**src/rtl/regfile_wb_arbiter.sv**
```systemverilog
// ---------------------------------------------------------------------------
// regfile_wb_arbiter
//
// Two-requester writeback arbiter in front of a single register-file write
// port. Requester 0 is the ALU writeback, requester 1 the load writeback.
// Each requester offers {valid, address, data} and holds it until rdyN is
// seen high. The winner is registered into a one-deep output stage, so a
// transfer accepted on edge N appears on wE3/A3/wD3 after edge N and is
// visible for exactly one cycle.
//
// Register 0 is hardwired to zero: writes to address 0 still complete
// their handshake and update A3/wD3, but wE3 stays low.
//
// Arbitration when both requesters are valid:
//   default build            : requester 0 wins, unless requester 1 has
//                              waited 4 or more consecutive cycles (aging).
//   WB_ROUND_ROBIN_EN defined: the requester other than last_gnt wins; the
//                              aging counter does not exist in this build.
//
// Same-address conflicts resolve naturally: the loser is still waiting
// when the winner is written, so its value lands later and is final.
//
// stall_cnt counts, saturating at 255, every cycle in which some valid
// requester was not granted.
//
// Reset is asynchronous and active high. While rst is high both rdy
// outputs are low, and anything in the output stage is discarded.
// ---------------------------------------------------------------------------
module regfile_wb_arbiter (
   input  logic        clk,
   input  logic        rst,
   // requester 0: ALU writeback
   input  logic        v0,
   input  logic [2:0]  a0,
   input  logic [18:0] d0,
   output logic        rdy0,
   // requester 1: load writeback
   input  logic        v1,
   input  logic [2:0]  a1,
   input  logic [18:0] d1,
   output logic        rdy1,
   // register-file write port
   output logic        wE3,
   output logic [2:0]  A3,
   output logic [18:0] wD3,
   // status
   output logic [7:0]  stall_cnt,
   output logic        last_gnt
);

   localparam logic [2:0] ZERO_REG  = 3'd0;
   localparam logic [7:0] STALL_MAX = 8'hFF;

`ifndef WB_ROUND_ROBIN_EN
   localparam logic [2:0] AGE_MAX    = 3'd7;
   localparam logic [2:0] AGE_THRESH = 3'd4;

   // Consecutive cycles requester 1 has been valid without a grant.
   logic [2:0] age;
`endif

   logic gnt0;
   logic gnt1;
   logic any_gnt;
   logic lost;

   // Grant decision: combinational from current requests and state.
   always_comb begin
      // NOTE: every output of a combinational block gets a default first,
      // otherwise any path that skips an assignment infers a latch.
      gnt0 = 1'b0;
      gnt1 = 1'b0;
      if (!rst) begin
         if (v0 && v1) begin
`ifdef WB_ROUND_ROBIN_EN
            // Alternate: serve whichever side did not win last time.
            if (last_gnt) gnt0 = 1'b1;
            else          gnt1 = 1'b1;
`else
            // Fixed priority to the ALU, overridden once loads have aged.
            if (age >= AGE_THRESH) gnt1 = 1'b1;
            else                   gnt0 = 1'b1;
`endif
         end else if (v0) begin
            gnt0 = 1'b1;
         end else if (v1) begin
            gnt1 = 1'b1;
         end
      end
   end

   assign rdy0    = gnt0;
   assign rdy1    = gnt1;
   assign any_gnt = gnt0 | gnt1;

   // A cycle is a stall when some valid requester was turned away.
   assign lost = (v0 && !gnt0) || (v1 && !gnt1);

`ifndef WB_ROUND_ROBIN_EN
   // Aging counter: grows while requester 1 waits, clears when it is
   // served or stops requesting.
   always_ff @(posedge clk or posedge rst) begin
      if (rst) begin
         age <= 3'd0;
      end else if (!v1 || gnt1) begin
         age <= 3'd0;
      end else if (age != AGE_MAX) begin
         age <= age + 3'd1;
      end
   end
`endif

   // Output stage: register the accepted transfer for one cycle.
   always_ff @(posedge clk or posedge rst) begin
      if (rst) begin
         // NOTE: only a few flops here, so every bit is reset; reset also
         // drops a pending write because wE3 is cleared asynchronously.
         wE3 <= 1'b0;
         A3  <= 3'd0;
         wD3 <= 19'd0;
      end else begin
         // NOTE: sequential state uses non-blocking assignments so every
         // flop samples pre-edge values regardless of statement order.
         wE3 <= 1'b0;
         if (gnt0) begin
            wE3 <= (a0 != ZERO_REG);
            A3  <= a0;
            wD3 <= d0;
         end else if (gnt1) begin
            wE3 <= (a1 != ZERO_REG);
            A3  <= a1;
            wD3 <= d1;
         end
      end
   end

   // Remember which side won most recently; hold when nobody is granted.
   always_ff @(posedge clk or posedge rst) begin
      if (rst) begin
         last_gnt <= 1'b1;
      end else if (any_gnt) begin
         last_gnt <= gnt1;
      end
   end

   // Saturating count of lost-arbitration cycles.
   always_ff @(posedge clk or posedge rst) begin
      if (rst) begin
         stall_cnt <= 8'd0;
      end else if (lost && (stall_cnt != STALL_MAX)) begin
         stall_cnt <= stall_cnt + 8'd1;
      end
   end

endmodule

```
**config.mk**
```make
export PLATFORM = sky130hd
export DESIGN_NAME = regfile_wb_arbiter
export DESIGN_NICKNAME = d
export VERILOG_FILES = /design/src/rtl/regfile_wb_arbiter.sv
export SDC_FILE = /design/constraint.sdc
export NUM_CORES = 1
export LEC_CHECK = 0
export CAP_MARGIN = 20
export CORE_ASPECT_RATIO = 1.4
export CORE_MARGIN = 1.5
export CORE_UTILIZATION = 40
export CTS_CLUSTER_DIAMETER = 60
export DETAILED_ROUTE_END_ITERATION = 10
export GPL_ROUTABILITY_DRIVEN = 0
export PLACE_DENSITY = 0.86
export SYNTH_ARGS = -nofsm -noshare
export SYNTH_HDL_FRONTEND = slang
export SYNTH_SLANG_ARGS = --single-unit
```
**constraint.sdc**
```tcl
create_clock -name clk -period 2 [get_ports clk]
set_input_delay 0.4 -clock clk [delete_from_list [all_inputs] [get_ports clk]]
set_output_delay 0.4 -clock clk [all_outputs]
set_load 0.05 [all_outputs]
```
==> results.md <==
- Drt via density: just under 5
- Die outline height: 79.0 µm
- Final hold slack: 484 ps
- Status: finished clean
- RSZ-0062 raised after global routing: no
- Gr usage total: 0.181
- CTS Hold Bufs: 0
- Met2 WL: 1.96 mm
- Total gr overflow: 0
- Final wirelength: 3.84 mm
- Layout Utilization: 0.701
- Setup WS pre-CTS: -25.5 ps
- Final std cell area, no fill: between 2000 and 3000 µm²
- Syn_nets: 204
- Crit end category: output port
- Power per standard cell area: 984 nW/µm²
- Syn Std Cell Area: 1650 µm²
- Ys Warns: 0
- Number of synthesized flops with an enable pin: 0
- Worst-path cell with the longest stage delay: clkdlybuf4s50_1
- Fmax: 0.513 GHz
- Vias in the first global route: between 1k and 1.5k
- Asr flop ratio synth: 1.00
- Share of the synthesized area in the top cell type: 0.515
- Final setup fails: 0
- Synth area leader: dfrtp_1
- Io pins: 82
- Critical Path AT: 1550 ps
- Flops & latches, synth: 35
- Cell count along the critical path: 1
- Worst hold path class: reg -> reg
- Final Skew: 4.50 ps
- Final period util: 0.975
- Multi-input logic area: 737 µm²
- Placed inst area: roughly 2700 µm²
- Crit Path Max Fanout: 5
- Synth unique cells: 29
- Startpoint types: flip-flop
- IO buf count: approximately 80
- Met3 routed WL: 297 µm
- DRC viols: 0
- Clk slew on worst S/H paths: 70 ps
- Fraction of layout cells with a size suffix above 1: 0.135
- Slew HR: 0.644
- Mean routed wirelength per cell: 13.0 µm
- Buf/Inv on CP: 1
- Filler cell count: 303
- Main synth FF type: dfrtp_1
- FF-to-FF setup slack: approximately 380 ps
- Hold violation total from the final report: 0
- Total CTS buffers: 5
- Highest Signal Layer: met4
- Synthesized area per cell: roughly 11 µm²
- Initial antenna violation count: 0
- IR drop worst, VDD: 0.814 mV
- Critical Path Max Stage Delay: 850 ps
- Core Region: 3950 µm²
- Cells after Synth: 153
- DR pass1 iterations: 4
- Final Non-Filler Cells: 295
- Worst-path cell chain: clkdlybuf4s50_1
- Shortest period the worst path allows: 1950 ps
- CTS tree: yes
- Number of stages on the worst hold path: 2
- Leak: approximately 1.2 nW
- Die W: 57.3 µm
- Setup CP Type: reg -> out
- Smallest setup slack after layout: 50.6 ps
- Clock Sinks: 35
- Area Growth Syn to Fin: 67.9%
- Sequential cell area: 877 µm²
- Placed insts: approximately 290
- CTS H-Tree Depth: 2
- Nets: 302
- Clk buf depth: 2
- First-pass GRT wire length: around 6.3 mm
- Vias: between 1k and 1.5k
- R2R depth: 4
- Initial core utilization: 0.418
- Wire length on met1: ~1.5 mm
- Sequential area share after synthesis: 0.531
- Largest net degree at the start of global routing: 36
- Hpwl dp: 2.94 mm
- Clock latency on the worst-skew pair: 280 ps
- Rows: 27
- Number of max-cap violations: 0
- Die area: 4530 µm²
- Final Max Tran Viols: 0
- Antenna viol nets, final: 0
- Antenna diodes: 0
- CTS Root Cell: clkbuf_8
- Worst Path Required: 1600 ps
- Largest cells by area after synthesis: dfrtp_1 52%, mux2i_1 15%, nand2_1 5.9%
- Worst Tran Pin Value: 532 ps
- Crit-path leading delay family: buffers and inverters
- Drt initial violations: 30
per-layer routing:
metal / up-vias / track usage
li1: 732 / -
met1: 657 / 0.203
met3: 9 / 0.0619
met4: 0 / 0.0767
met5: - / 0
met2: 56 / 0.309
worst reg2reg max path, delay by kind of cell (launching register included):
family | cells | cell delay, ps
AOI/OAI and AO/OA | 1 | 320
adders and majority gates | 1 | 230
muxes | 1 | 370
and+or+nand+nor | 1 | 160
DFF | 1 | 430
path summary, 6_finish.rpt:
path | endpoint | start
max reg2reg | stall_cnt[1] | stall_cnt[0]
min | wD3[8] | wD3[8]
min in group asynchronous | stall_cnt[2] | rst
max | stall_cnt[2] | stall_cnt[2]
max in group asynchronous | last_gnt | rst
min reg2reg | wD3[8] | wD3[8]
layout by cell type, fill, tap and decap left out, drive strengths merged:
cell type / Yosys / final
nand3: 1 / 1
nand3b: 1 / 1
o21a: 2 / 2
nor3: 4 / 4
a211oi: 2 / 2
a21oi: 2 / 2
nand2b: 1 / 1
clkdlybuf4s50: 0 / 75
ha: 3 / 3
dlymetal6s2s: 0 / 2
mux2i: 24 / 24
o21ai: 24 / 24
clkbuf: 4 / 8
a31oi: 1 / 1
mux2: 2 / 2
dfstp: 1 / 1
dlygate4sd2: 0 / 1
dfrtp: 34 / 34
and2: 1 / 1
xor2: 3 / 3
buf: 2 / 19
xnor2: 2 / 2
a21o: 1 / 1
maj3: 1 / 1
nor4: 1 / 1
inv: 3 / 2
nor2: 5 / 5
nand2: 26 / 26
nand4: 2 / 2
clkinvlp: 0 / 1
stage by stage:
stage | total power [W] | setup TNS, ps
after floorplan | 0.00170 | 0
after global routing | 0.00288 | 0
final | 0.00273 | 0
after detailed placement | 0.00219 | -32.3
after global placement | 0.00216 | -0.885
after CTS | 0.00275 | 0
cells by family after synthesis:
family,after synthesis,synth area share
xor gates and xnor gates,5,0.0265
and+or+nand+nor,42,0.109
buffers and inverters,9,0.0295
adders and majority gates,4,0.0288
muxes,26,0.159
AOI/OAI and AO/OA,32,0.116
DFF,35,0.531
cell usage after synthesis, types with 3 or more instances:
library cell and n:
mux2i_1 24, o21ai_0 6, nor2_1 5, o21ai_1 18, xor2_1 3, clkbuf_1 4, nor3_1 4, nand2_1 26
dfrtp_1 34, ha_1 3
power by group:
part           internal [W]  switching, W
Combinational      0.000467      0.000723
Clock              0.000314      0.000248
Sequential         0.000847      0.000129
Total               0.00163       0.00110
registers in the layout, summed over array words and instances, names as in the netlist:
name       cells
wE3            1
stall_cnt      8
A3             3
age            3
last_gnt       1
wD3           19
layout make-up:
| type | count | area share |
|---|---|---|
| flip-flops and latches | 35 | 0.316 |
| well taps | 43 | 0.0194 |
| repair buffers | 97 | 0.357 |
| clock buffers | 8 | 0.0361 |
| inverters | 3 | 0.00542 |
| multi-input cells | 109 | 0.266 |
repair_timing:
item | 4_1_cts | 5_1_grt
buffers inserted | 0 | 2
setup endpoints to repair | 1 | 3
hold endpoints to repair | 0 | 0
gates cloned | 0 | 0
resized for setup | 1 | 2
No activity file was read; power rests on OpenSTA's default activity.
